### config.mk
export PLATFORM = sky130hd
export DESIGN_NAME = operand_fetch_unit
export DESIGN_NICKNAME = d
export VERILOG_FILES = /design/src/rtl/operand_fetch_unit_pkg.sv /design/src/rtl/operand_fetch_unit_regfile.sv /design/src/rtl/operand_fetch_unit.sv
export SDC_FILE = /design/constraint.sdc
export NUM_CORES = 2
export LEC_CHECK = 0
export CAP_MARGIN = 10
export CORE_UTILIZATION = 45
export DETAILED_ROUTE_END_ITERATION = 10
export MAX_ROUTING_LAYER = met4
export PLACE_DENSITY = 0.74
export SLEW_MARGIN = 20
export SYNTH_ARGS = -nofsm -noshare
export SYNTH_HDL_FRONTEND = slang
export SYNTH_HIERARCHICAL = 1
export SYNTH_SLANG_ARGS = --single-unit
export TNS_END_PERCENT = 50
### constraint.sdc
create_clock -name clk -period 5.2 [get_ports clk]
set_input_delay 1.04 -clock clk [delete_from_list [all_inputs] [get_ports clk]]
set_output_delay 1.04 -clock clk [all_outputs]
set_load 0.005 [all_outputs]
### src/rtl/operand_fetch_unit_pkg.sv
// Shared definitions for the operand fetch stage: opcodes, immediate modifiers
// and the per-opcode operand-usage decode.
package operand_fetch_unit_pkg;

  localparam int DATA_W = 32;
  localparam int NREGS  = 16;
  localparam logic [3:0] RA_IDX = 4'd15;

  localparam logic [4:0] OP_ADD  = 5'd0;
  localparam logic [4:0] OP_SUB  = 5'd1;
  localparam logic [4:0] OP_MUL  = 5'd2;
  localparam logic [4:0] OP_DIV  = 5'd3;
  localparam logic [4:0] OP_MOD  = 5'd4;
  localparam logic [4:0] OP_CMP  = 5'd5;
  localparam logic [4:0] OP_AND  = 5'd6;
  localparam logic [4:0] OP_OR   = 5'd7;
  localparam logic [4:0] OP_NOT  = 5'd8;
  localparam logic [4:0] OP_MOV  = 5'd9;
  localparam logic [4:0] OP_LSL  = 5'd10;
  localparam logic [4:0] OP_LSR  = 5'd11;
  localparam logic [4:0] OP_ASR  = 5'd12;
  localparam logic [4:0] OP_NOP  = 5'd13;
  localparam logic [4:0] OP_LD   = 5'd14;
  localparam logic [4:0] OP_ST   = 5'd15;
  localparam logic [4:0] OP_BEQ  = 5'd16;
  localparam logic [4:0] OP_BGT  = 5'd17;
  localparam logic [4:0] OP_B    = 5'd18;
  localparam logic [4:0] OP_CALL = 5'd19;
  localparam logic [4:0] OP_RET  = 5'd20;

  localparam logic [1:0] MOD_SEXT = 2'b00;
  localparam logic [1:0] MOD_ZEXT = 2'b01;
  localparam logic [1:0] MOD_HIGH = 2'b10;

  function automatic logic uses_a(input logic [4:0] op);
    case (op)
      OP_NOT, OP_MOV, OP_NOP, OP_B, OP_BEQ, OP_BGT, OP_CALL: uses_a = 1'b0;
      default: uses_a = 1'b1;
    endcase
  endfunction

  function automatic logic uses_b(input logic [4:0] op, input logic ior);
    uses_b = !ior && ((op <= OP_ASR) || (op == OP_LD) || (op == OP_ST));
  endfunction

  // cmp only updates flags in execute, so it never claims a destination.
  function automatic logic writes_rd(input logic [4:0] op);
    case (op)
      OP_ADD, OP_SUB, OP_MUL, OP_DIV, OP_MOD, OP_AND, OP_OR, OP_NOT, OP_MOV,
      OP_LSL, OP_LSR, OP_ASR, OP_LD, OP_CALL: writes_rd = 1'b1;
      default: writes_rd = 1'b0;
    endcase
  endfunction

  function automatic logic [DATA_W-1:0] imm_expand(input logic [15:0] imm,
                                                   input logic [1:0] modifier);
    case (modifier)
      MOD_ZEXT: imm_expand = {16'h0000, imm};
      MOD_HIGH: imm_expand = {imm, 16'h0000};
      default:  imm_expand = {{16{imm[15]}}, imm};
    endcase
  endfunction

endpackage

### src/rtl/operand_fetch_unit_regfile.sv
// Architectural register file: three asynchronous read ports, one synchronous
// write port, cleared by reset. Bypassing is done by the caller.
module operand_fetch_unit_regfile
  import operand_fetch_unit_pkg::*;
(
  input  logic              clk,
  input  logic              reset,
  input  logic [3:0]        i_ra_addr,
  output logic [DATA_W-1:0] o_ra_data,
  input  logic [3:0]        i_rb_addr,
  output logic [DATA_W-1:0] o_rb_data,
  input  logic [3:0]        i_rc_addr,
  output logic [DATA_W-1:0] o_rc_data,
  input  logic              i_we,
  input  logic [3:0]        i_wa,
  input  logic [DATA_W-1:0] i_wd
);

  logic [DATA_W-1:0] r_regs [NREGS];

  always_ff @(posedge clk) begin
    if (!reset) begin
      for (int i = 0; i < NREGS; i++) r_regs[i] <= {DATA_W{1'b0}};
    end else if (i_we) begin
      r_regs[i_wa] <= i_wd;
    end
  end

  assign o_ra_data = r_regs[i_ra_addr];
  assign o_rb_data = r_regs[i_rb_addr];
  assign o_rc_data = r_regs[i_rc_addr];

endmodule

### src/rtl/operand_fetch_unit.sv
// Operand fetch stage: register read with writeback bypass, busy scoreboard for
// RAW/WAW hazards, and a registered valid/ready bundle towards execute.
module operand_fetch_unit
  import operand_fetch_unit_pkg::*;
(
  input  logic        clk,
  input  logic        reset,
  input  logic        in_valid,
  output logic        in_ready,
  input  logic [31:0] in_pc,
  input  logic [4:0]  in_opcode,
  input  logic        in_iOrReg,
  input  logic [15:0] in_imm,
  input  logic [1:0]  in_modifier,
  input  logic [3:0]  in_rs1,
  input  logic [3:0]  in_rs2,
  input  logic [3:0]  in_rd,
  input  logic [31:0] in_branch_target,
  input  logic        flush,
  input  logic        wb_en,
  input  logic [3:0]  wb_addr,
  input  logic [31:0] wb_data,
  output logic        out_valid,
  input  logic        out_ready,
  output logic [31:0] out_pc,
  output logic [31:0] out_branch_target,
  output logic [4:0]  out_opcode,
  output logic [31:0] out_op_a,
  output logic [31:0] out_op_b,
  output logic [31:0] out_store_val,
  output logic [3:0]  out_rd,
  output logic        out_wr_en
);

  logic [NREGS-1:0]  r_busy;
  logic              r_out_valid;
  logic [31:0]       r_out_pc, r_out_bt, r_out_op_a, r_out_op_b, r_out_st;
  logic [4:0]        r_out_opcode;
  logic [3:0]        r_out_rd;
  logic              r_out_wr_en;

  logic [3:0]        w_src_a, w_dest;
  logic              w_use_a, w_use_b, w_use_st, w_wr;
  logic [DATA_W-1:0] w_rf_a, w_rf_b, w_rf_st;
  logic [DATA_W-1:0] w_a_val, w_b_val, w_st_val;
  logic [NREGS-1:0]  w_blocked, w_busy_nxt;
  logic              w_hazard, w_accept, w_issue, w_in_ready;

  assign w_src_a  = (in_opcode == OP_RET) ? RA_IDX : in_rs1;
  assign w_dest   = (in_opcode == OP_CALL) ? RA_IDX : in_rd;
  assign w_use_a  = uses_a(in_opcode);
  assign w_use_b  = uses_b(in_opcode, in_iOrReg);
  assign w_use_st = (in_opcode == OP_ST);
  assign w_wr     = writes_rd(in_opcode);

  operand_fetch_unit_regfile u_regfile (
    .clk       (clk),
    .reset     (reset),
    .i_ra_addr (w_src_a),
    .o_ra_data (w_rf_a),
    .i_rb_addr (in_rs2),
    .o_rb_data (w_rf_b),
    .i_rc_addr (in_rd),
    .o_rc_data (w_rf_st),
    .i_we      (wb_en),
    .i_wa      (wb_addr),
    .i_wd      (wb_data)
  );

  assign w_a_val  = (wb_en && wb_addr == w_src_a) ? wb_data : w_rf_a;
  assign w_b_val  = (wb_en && wb_addr == in_rs2)  ? wb_data : w_rf_b;
  assign w_st_val = (wb_en && wb_addr == in_rd)   ? wb_data : w_rf_st;

  // A register is blocked while an older producer is outstanding, unless its
  // result arrives on the writeback port this very cycle.
  always_comb begin
    w_blocked  = {NREGS{1'b0}};
    w_busy_nxt = {NREGS{1'b0}};
    for (int i = 0; i < NREGS; i++) begin
      w_blocked[i]  = (r_busy[i] && !(wb_en && wb_addr == 4'(i)))
                   || (r_out_valid && r_out_wr_en && r_out_rd == 4'(i));
      w_busy_nxt[i] = (w_issue && r_out_wr_en && r_out_rd == 4'(i))
                   || (r_busy[i] && !(wb_en && wb_addr == 4'(i)));
    end
  end

  assign w_hazard = (w_use_a  && w_blocked[w_src_a])
                 || (w_use_b  && w_blocked[in_rs2])
                 || (w_use_st && w_blocked[in_rd])
                 || (w_wr     && w_blocked[w_dest]);

  assign w_in_ready = reset && !flush && !w_hazard && (!r_out_valid || out_ready);
  assign w_accept   = in_valid && w_in_ready;
  assign w_issue    = r_out_valid && out_ready && !flush;

  // Scoreboard register
  always_ff @(posedge clk) begin
    if (!reset) r_busy <= {NREGS{1'b0}};
    else        r_busy <= w_busy_nxt;
  end

  // Output bundle register
  always_ff @(posedge clk) begin
    if (!reset) begin
      r_out_valid  <= 1'b0;
      r_out_pc     <= 32'h0;
      r_out_bt     <= 32'h0;
      r_out_opcode <= 5'd0;
      r_out_op_a   <= 32'h0;
      r_out_op_b   <= 32'h0;
      r_out_st     <= 32'h0;
      r_out_rd     <= 4'd0;
      r_out_wr_en  <= 1'b0;
    end else begin
      if (flush)         r_out_valid <= 1'b0;
      else if (w_accept) r_out_valid <= 1'b1;
      else if (w_issue)  r_out_valid <= 1'b0;
      else               r_out_valid <= r_out_valid;
      if (w_accept) begin
        r_out_pc     <= in_pc;
        r_out_bt     <= in_branch_target;
        r_out_opcode <= in_opcode;
        r_out_op_a   <= w_use_a ? w_a_val : 32'h0;
        r_out_op_b   <= w_use_b ? w_b_val : imm_expand(in_imm, in_modifier);
        r_out_st     <= w_use_st ? w_st_val : 32'h0;
        r_out_rd     <= w_dest;
        r_out_wr_en  <= w_wr;
      end
    end
  end

  assign in_ready          = w_in_ready;
  assign out_valid         = r_out_valid;
  assign out_pc            = r_out_pc;
  assign out_branch_target = r_out_bt;
  assign out_opcode        = r_out_opcode;
  assign out_op_a          = r_out_op_a;
  assign out_op_b          = r_out_op_b;
  assign out_store_val     = r_out_st;
  assign out_rd            = r_out_rd;
  assign out_wr_en         = r_out_wr_en;

endmodule
==> qor.yml <==
outcome: "finished clean"
synth_seq_area_share_pct: 47.67
fin_cells: 4668
tritoncts: "built"
p_switching_mw: 3.752
hold_depth: 2
irDropWorstVdd_mv: 0.3192
synthCells: 3181
clock_latency_ns: 0.63
clk_pin_slew_ns: 0.06
internal-power_mw: 10.55
grt_pass1_wl_um: 202400
setup_violations: 0
drv_cap: 0
dr_total_vias: 30670
nets: 3578
crit_chain: "clkdlybuf4s50_1 > nand2_1 > o21ai_2 > nand2_1 > mux4_2 > a22o_1 > nor4b_4 > nand4_2 > buf_4 > clkinv_2 > clkdlybuf4s50_1"
die_y_um: 300.5
worst_slack_ns: 0.05827
syn_avg_cell_area_um2: 12.61
final-hold-violation-count: 0
fin_crit_ns: 5.142
pre_cts_ws_ns: -0.02722
clkPwrFrac_pct: 38.7
grt_overflow_total: 0
synth_nets: 3325
synthDistinctLibCells: 69
initial_utilization_pct: 45.38
clock-root-buffer: "clkbuf_16"
async_flop_share_pct: 0
rr_worst_depth: 13
min_to: "out_branch_target[2]"
syn-cell-area_um2: 40100
wl_per_cell_um: 30.37
p_sw_share_pct: 26.24
die_x_um: 300.5
worstSetupEndpointType: "output port"
fill_cells: 7163
grt_max_degree: 97
syn_to_final_growth_pct: 19.46
layout_commonest_cell: "and2_1"
ys_ff_latch: 699
hold_ws_ns: 0.4538
critPathKind: "in2out"
dr.pass1.iters: 6
drive_gt1_share_pct: 24.08
cts_max_level: 3
p_comb_share_pct: 16.0
rsz0062_at_grt: "false"
grt_pass1_vias: 29800
reg2reg_to: "out_op_b[28]"
core_um2: 88370
max_stage_delay_ns: 0.61
power_frac_seq_pct: 45.3
drtAntennaViolNets: 0
final_cell_mix: "514 x and2_1, 512 x edfxtp_1, 385 x mux4_2, 365 x nand2_1, 303 x clkdlybuf4s50_1"
p_per_area_nw_per_um2: 298.5
placed_area_um2: 45260
dp_hpwl_um: 87760
gp_congestion: 0.9899
fin_skew_ns: 0.02279
power_mw: 14.30
hp-start: "out_branch_target[2]"
tightest_slew_ns: 1.095
yosysWarnings: 6
worst_setup_path_start_kind: "input port"
antenna_found_initial: 13
ys.flop_type: "edfxtp_1"
relSlewSlack_pct: 26.99
fmax_mhz: 194.5
cp.arrival_ns: 4.10
cp_data_required_time_ns: 4.16
synth_edf_count: 512
hp-class: "reg2reg"
rows: 109
wl_um: 141800
p_leak_nw: 17.03
drtIter0Drc: 4982
die_area_um2: 90320
cts_buffer_depth: 3
cts_buffers: 76
port_buffers: 313
drc: 0
stdcell_area_um2: 47910
slew_violations: 0
cts.sinks: 699
cp_slowest_cell: "clkdlybuf4s50_1"
cp_max_fo: 5
r2r_start: "out_rd[0]"
dp_cells: 4520
r2r_slack_ns: 0.91
ios: 314
post-route-period-util_pct: 98.88
grt.total_usage_pct: 31.96
via_per_inst: 6.569
power by group through the flow:
stage | logic [mW] | registers, mW | clock network (mW)
global placement | 2.21 | 6.54 | 0
floorplan | 1.34 | 6.53 | 0
detailed placement | 2.23 | 6.58 | 0
global route | 2.38 | 6.50 | 5.79
finish | 2.29 | 6.48 | 5.53
CTS | 2.24 | 6.46 | 5.58
cell families after synthesis:
group,Yosys count,synth area share (%)
muxes,546,25.84
and+or+nand+nor,1120,14.75
adders and majority gates,2,0.06239
xor gates and xnor gates,10,0.2184
buffers and inverters,335,3.632
DFF,699,47.67
AOI/OAI and AO/OA,469,7.828
critical path, delay by kind of cell:
family / cells / cell delay (ns)
AO/OA/AOI/OAI: 2 / 0.45
buffers and inverters: 4 / 1.36
multiplexers: 1 / 0.49
AND/OR/NAND/NOR: 4 / 0.75
synth_stat cells, types with 3 or more instances:
| master | number | area (µm²) |
|---|---|---|
| a211oi_1 | 25 | 187.7 |
| a21oi_1 | 53 | 265.3 |
| a221oi_1 | 8 | 70.07 |
| a22o_1 | 10 | 87.58 |
| a22oi_1 | 193 | 1449 |
| a311oi_1 | 4 | 35.03 |
| a31o_2 | 9 | 78.83 |
| a31oi_1 | 20 | 125.1 |
| and2_1 | 517 | 3234 |
| buf_1 | 30 | 112.6 |
| buf_2 | 36 | 180.2 |
| buf_4 | 28 | 210.2 |
| buf_6 | 6 | 67.56 |
| clkbuf_1 | 211 | 792.0 |
| clkbuf_2 | 3 | 15.01 |
| dfxtp_1 | 187 | 3744 |
| edfxtp_1 | 512 | 15370 |
| inv_1 | 18 | 67.56 |
| mux2_2 | 64 | 720.7 |
| mux2i_1 | 97 | 970.9 |
| mux4_2 | 385 | 8671 |
| nand2_1 | 366 | 1374 |
| nand2b_1 | 13 | 81.33 |
| nand3_1 | 107 | 535.5 |
| nand4_1 | 8 | 50.05 |
| nor2_1 | 47 | 176.4 |
| nor2b_1 | 13 | 81.33 |
| nor3_1 | 18 | 90.09 |
| nor3_2 | 4 | 40.04 |
| nor4_1 | 3 | 18.77 |
| o2111ai_1 | 4 | 35.03 |
| o211ai_1 | 9 | 67.56 |
| o21a_1 | 3 | 22.52 |
| o21ai_0 | 108 | 540.5 |
| o21ai_1 | 9 | 45.04 |
| xnor2_1 | 6 | 52.55 |
| xor2_1 | 4 | 35.03 |
metrics by stage:
stage          utilization [%]   TNS, ns
4_1_cts                  54.11         0
3_5_place_dp             51.21  -0.05295
2_1_floorplan                -         0
6_report                 54.21         0
3_3_place_gp             51.21   -0.1099
5_1_grt                  54.21         0
how the worst max path moves through the flow:
stage | cells past startpoint | end | slack, ns | startpoint
floorplan | 10 | in_ready | 0.98 | wb_addr[2]
global placement | 12 | in_ready | -0.09 | in_opcode[0]
detailed placement | 12 | in_ready | -0.03 | wb_en
CTS | 11 | in_ready | 0.004 | wb_en
global route | 12 | in_ready | 0.003 | in_opcode[0]
finish | 11 | in_ready | 0.06 | wb_addr[1]
flip-flops by register name (all words and copies together), names as in the netlist, 5 cells and up:
name,cells
out_branch_target,32
out_op_a,32
out_op_b,32
out_opcode,5
out_pc,32
out_store_val,32
r_busy,16
u_regfile/r_regs,512
routing by layer:
metal  share of wire (%)  wire (µm)  GRT usage [%]
met5                   0          0              -
met4                 5.6       7924          15.72
met3                  14      19590          8.629
met2                  45      63950          47.57
met1                  35      50310          40.34
what timing repair did:
action / CTS / global route
hold buffers: 0 / 0
endpoints found under the setup margin: 1 / 1
gates resized for setup: 6 / 17
pin swaps: 0 / 1
buffers inserted: 0 / 1
endpoints found under the hold margin: 0 / 0
cell type report:
| type | count | area (µm²) | area share, % |
|---|---|---|---|
| Multi-Input combinational cell | 2147 | 19920 | 41.58 |
| Antenna cell | 7 | 17.52 | 0.03657 |
| Clock inverter | 44 | 419.2 | 0.8749 |
| Timing Repair Buffer | 489 | 4760 | 9.935 |
| Clock buffer | 96 | 2125 | 4.435 |
| Sequential cell | 699 | 19120 | 39.91 |
| Tap cell | 1165 | 1458 | 3.043 |
| Inverter | 21 | 90.09 | 0.1880 |
Power figures use the tool's default switching activity.
